`config.mk`:
```
export PLATFORM = sky130hd
export DESIGN_NAME = conv2_maxpool
export DESIGN_NICKNAME = d
export VERILOG_FILES = /design/src/rtl/conv2_maxpool.sv
export SDC_FILE = /design/constraint.sdc
export NUM_CORES = 1
export LEC_CHECK = 0
export ABC_AREA = 0
export CAP_MARGIN = 10
export CORE_AREA = 5 5 72 124
export DETAILED_ROUTE_END_ITERATION = 10
export DIE_AREA = 0 0 77 129
export DONT_BUFFER_PORTS = 1
export GPL_TIMING_DRIVEN = 0
export HOLD_SLACK_MARGIN = 0.03
export PLACE_DENSITY = 0.71
export SYNTH_ARGS = -nofsm -noshare
export SYNTH_HDL_FRONTEND = slang
export SYNTH_SLANG_ARGS = --single-unit
```
`constraint.sdc`:
```
create_clock -name clk -period 7.1 [get_ports clk]
set_input_delay 1.42 -clock clk [delete_from_list [all_inputs] [get_ports clk]]
set_output_delay 1.42 -clock clk [all_outputs]
set_load 0.1 [all_outputs]
```
`src/rtl/conv2_maxpool.sv`:
```
// 2x2 stride-2 signed max pooling over a MAP_W x MAP_W raster-order stream.
// Build option CONV2_POOL_RELU_EN clamps negative pooled results to zero.
module conv2_maxpool #(
   parameter int unsigned MAP_W     = 8,
   parameter int unsigned DATA_BITS = 14
) (
   input  logic                        clk,
   input  logic                        rst,
   input  logic                        valid_in,
   input  logic signed [DATA_BITS-1:0] data_in,
   output logic signed [DATA_BITS-1:0] data_out,
   output logic                        valid_out,
   output logic                        frame_done
);

   localparam int unsigned CW   = $clog2(MAP_W);
   localparam int unsigned IW   = CW - 1;
   localparam int unsigned HALF = MAP_W / 2;
   localparam logic [CW-1:0] LAST = CW'(MAP_W - 1);

   logic [CW-1:0]               col;
   logic [CW-1:0]               row;
   logic signed [DATA_BITS-1:0] held;
   logic signed [DATA_BITS-1:0] line_buf [HALF];

   logic [IW-1:0]               idx_c;
   logic signed [DATA_BITS-1:0] pair_max_c;
   logic signed [DATA_BITS-1:0] above_c;
   logic signed [DATA_BITS-1:0] pooled_c;
   logic signed [DATA_BITS-1:0] result_c;
   logic                        col_last_c;
   logic                        row_last_c;

   // Horizontal pair max, vertical combine with the buffered upper row.
   always_comb begin
      idx_c      = col[CW-1:1];
      col_last_c = (col == LAST);
      row_last_c = (row == LAST);
      pair_max_c = (held > data_in) ? held : data_in;
      above_c    = line_buf[idx_c];
      pooled_c   = (above_c > pair_max_c) ? above_c : pair_max_c;
`ifdef CONV2_POOL_RELU_EN
      result_c   = pooled_c[DATA_BITS-1] ? '0 : pooled_c;
`else
      result_c   = pooled_c;
`endif
   end

   // Raster position and left-hand sample of the current pair.
   always_ff @(posedge clk or posedge rst) begin
      if (rst) begin
         col  <= '0;
         row  <= '0;
         held <= '0;
      end else if (valid_in) begin
         if (col_last_c) begin
            col <= '0;
            row <= row_last_c ? '0 : row + CW'(1);
         end else begin
            col <= col + CW'(1);
         end
         if (!col[0]) begin
            held <= data_in;
         end
      end
   end

   // Upper-row pair maxima; contents are always rewritten before use.
   always_ff @(posedge clk) begin
      if (valid_in && col[0] && !row[0]) begin
         line_buf[idx_c] <= pair_max_c;
      end
   end

   always_ff @(posedge clk or posedge rst) begin
      if (rst) begin
         data_out   <= '0;
         valid_out  <= 1'b0;
         frame_done <= 1'b0;
      end else begin
         valid_out  <= 1'b0;
         frame_done <= 1'b0;
         if (valid_in && col[0] && row[0]) begin
            data_out   <= result_c;
            valid_out  <= 1'b1;
            frame_done <= col_last_c && row_last_c;
         end
      end
   end

endmodule

```
== After elaboration in Yosys (flattened, before gate mapping) ==
Memory sizes are Yosys's and may differ from the RTL's.
Index checks and enable logic that the tools add are counted.
Word-level totals
  bits in registers: 36
  RAM bits: 56
  memories kept: 1
Memory list
  line_buf: words 4, width 14, rd ports 1, clocked after Yosys merged registers in 0, write ports 1, line 24  | logic signed [DATA_BITS-1:0] line_buf [HALF];
Operators by class
  add/subtract/negate cells: 2
  magnitude comparators: 2
  equality and inequality tests: 2
  multiplexer cells: 8
  bitwise gates (word level): 1
  reduce and logical (&&, ||, !) cells: 7
Operators with widths (number)
  $gt A14 B14 Y1: 2
  $mux W14: 2
  $add A3 B1 Y3 const B: 2
  $eq A3 B3 Y1 const B: 2
  $mux W3: 2
  $logic_and A1 B1 Y1: 4
  $mux W1: 4
  $reduce_and A2 Y1: 2
  $logic_not A1 Y1: 1
  $not A1 Y1: 1

== Logic depth before layout (Yosys ltp) ==
  word-level depth: 4
  depth in mapped cells: 17
  mapped depth without buffers: 15

== Least setup slack after synthesis ==
No wires, ideal clock.
  path type: input port to flip-flop
  start: input port data_in[9]
  end: register data_out[0]
  setup time: 138 ps
  arrival time: 4875 ps
  required time: 6962 ps
  setup slack: 2087 ps
  stages: 16
  buffers on the path: 2
  cells stage by stage: inv_1 ha_1 a21oi_2 o21ai_1 a2111o_1 o21ai_2 buf_6 mux2i_1 ha_1 a21o_1 a21o_1 a221oi_1 o21ai_1 o2111ai_1 buf_4 o221ai_1
Between the ends
  longest elaborated chain between the ends: 4
Ends and longest elaborated chain
  from (decl): line 10  | input logic signed [DATA_BITS-1:0] data_in,
  $gt A14 B14 Y1: line 39  | pair_max_c = (held > data_in) ? held : data_in;
  $mux W14 (*): line 39
  $gt A14 B14 Y1: line 41  | pooled_c = (above_c > pair_max_c) ? above_c : pair_max_c;
  $mux W14 (*): line 41
  to (signal assigned): line 84  | data_out <= result_c;
  to (decl): line 11  | output logic signed [DATA_BITS-1:0] data_out,
Mark *: on every way between the ends. The rest lies on a longest branch, timed or not.
A chain may end at the register's enable or synchronous reset.

== Final worst setup path ==
Same ends and word-level chain as after synthesis.

==> results.tsv <==
metric	value	unit
multi-input gate area in the final layout	1730	sq um
final setup fails	0	
internal power	1380	uW
DRC Markers	0	
grt ovf	0	
Setup TNS Final	0	ps
crit path cell chain	inv_1 > ha_1 > a21oi_2 > o21ai_1 > a2111o_1 > o21ai_2 > buf_6 > mux2i_1 > ha_1 > a21o_1 > a21o_1 > a221oi_1 > o21ai_1 > o2111ai_1 > buf_4 > o221ai_1	
row count	43	
peak supply drop	0.191	mV
die height	129	um
status	finished, final reports clean	
CP peak stage delay	470	ps
post-DR vias/cell	5.98	
Finished Layout Cells	461	
Placement Setup Slack	1500	ps
Syn Inst Count	349	
count of clock tree sinks	92	
Seq pwr share	0.444	
Antenna diodes	0	
Crit-path slowest cell	o2111ai_1	
Fin. Hold Viols	0	
yosys warns	0	
setup repair bufs after CTS	0	
DP HPWL	6950	um
FF/Latch Area	2580	sq um
placed inst area	4740	sq um
via count	2758	
clock power share	0.190	
register area share after synthesis	0.568	
clk slew on worst S/H paths	60	ps
worst-margin pin slew	960	ps
Top FF cell, synth	edfxtp_1	
most common cell in the netlist	edfxtp_1	
CTS buffer count	9	
largest cells by area after synthesis	edfxtp_1, dfrtp_1, ha_1	
Crit Path Max Fanout	10	
mean post-synth cell area	13.0	sq um
Post-synth EDFFs	56	
Setup Skew	7.15	ps
final worst slack	1800	ps
initial antenna violation count	0	
CP Launch Type	primary input	
area added between synthesis and finish	10.7	%
hold buffers post-CTS	0	
1st-pass router iterations	4	
Slew Limit Fails	0	
H-Tree Depth	3	
routed len/inst	19.6	um
clk_lat worst skew	340	ps
first-pass GRT wire length	14800	um
Synth top cells by count	edfxtp_1, inv_1, nand2_1	
vias in the first global route	2950	
fin nets	415	
die extent in x	77	um
IO Port Bufs	0	
final period utilization	0.747	
WS Path Type	in2reg	
Post-CTS Resized	0	
Post-Route WL	9020	um
CP required	7310	ps
power density over the cells	484	nW/um^2
leakage	0.00216	uW
WP buf/inv	3	
Max-slew headroom	0.360	
maximum clock path buffer count	2	
share of layout cells above drive strength 1	0.167	
Yosys reg bits	92	
Tot Pwr	2440	uW
Max Cap Viol	0	
Initial Util	0.583	
fin area	5030	sq um
syn_nets	398	
antenna-violating nets left	0	
RSZ-0062 raised after global routing	false	
Fmax	189	MHz
combinational share of power	0.366	
leading area contributor after synthesis	edfxtp_1	
DRT iter0 DRCs	166	
CTS root buf	clkbuf_16	
Final Critical Period	5300	ps
CTS tree	done	
die area	9930	sq um
WP data arrival	5510	ps
Top Ports	33	
# fillers	594	
Yosys cell types	41	
critical path's top delay family	compound AO/OA/AOI/OAI gates	
Post-Syn Area	4550	sq um
GP Congestion	0.857	
switching power	1060	uW
Sw Ratio	0.433	
gr usage total	0.196	
DP Cell Count	445	
CP Capture Type	flip-flop	
Core Box Area	7800	sq um
Yosys top cell area share	0.370	
largest net degree at the start of global routing	25	
fraction of registers with async set or reset after synthesis	0.391	
Hold Path Class	reg2reg	
## area by class of cell
class                      instances  share of cell area
multi-input combinational        198               0.344
timing repair buffer               6              0.0137
buffer                            12              0.0139
inverter                          47              0.0351
tap                               90              0.0224
clock inverter                     7              0.0129
sequential                        92               0.513
clock buffer                       9              0.0448
## logic make-up after synthesis
family          count (synthesis)  share of synthesized area
compound gates                 63                      0.108
fa+ha+maj                      32                     0.0881
buf+inv                        59                     0.0542
flops                          92                      0.568
mux                            32                      0.110
simple gates                   71                     0.0718
## sequential cells by signal (all words and copies together) (netlist names)
name	count
line_buf	56
col	3
row	3
data_out	14
frame_done	1
held	14
valid_out	1
## layout by cell type (no fill, tap or decap), drive strengths merged, types with 2 or more instances in the layout
cell type / instances
dfrtp: 36
mux2: 4
mux4: 14
a221oi: 2
nor4: 2
clkbuf: 15
nand3: 3
o21bai: 2
edfxtp: 56
nor2: 7
nand2: 42
mux2i: 14
buf: 12
a21oi: 12
o21ai: 22
ha: 32
nand4: 4
nand2b: 3
and3: 4
inv: 48
o221ai: 14
and4: 2
a21o: 4
clkinv: 4
## power by group through the flow
stage	Clock, uW	Combinational, uW	Sequential [uW]
floorplan	0	681	1070
global placement	0	840	1090
detailed placement	0	892	1090
CTS	472	899	1080
global route	499	1010	1100
finish	463	891	1080
## per-stage QoR
stage / util / hold WS [ps]
detailed placement: 0.608 / 505
finish: 0.645 / 517
floorplan: - / 475
CTS: 0.645 / 520
global placement: 0.597 / 490
global route: 0.645 / 542
## tightest hold or removal path, cell delays in order, from the launching register on
cell	delay, ps
dfrtp_1	370
nand2_1	50
o21ai_0	60
## worst paths after layout
path | start | endpoint | slack [ps] | depth (start not counted)
worst max-delay path | data_in[9] | data_out[0] | 1800 | 16
worst min-delay path | held[3] | held[3] | 520 | 2
worst max register to register | held[9] | data_out[0] | 2520 | 15
worst min register to register | held[3] | held[3] | 520 | 2
max in group asynchronous | rst | data_out[10] | 5540 | 2
min in group asynchronous | rst | frame_done | 1030 | 1
## metal layers
| metal | global-route usage | up-vias | share of wire |
|---|---|---|---|
| met5 | 0 | - | 0 |
| met1 | 0.217 | 1370 | 0.39 |
| met4 | 0.0951 | 0 | 0.027 |
| met2 | 0.365 | 49 | 0.55 |
| met3 | 0.0280 | 16 | 0.034 |
| li1 | - | 1323 | - |
Power figures use the tool's default switching activity.
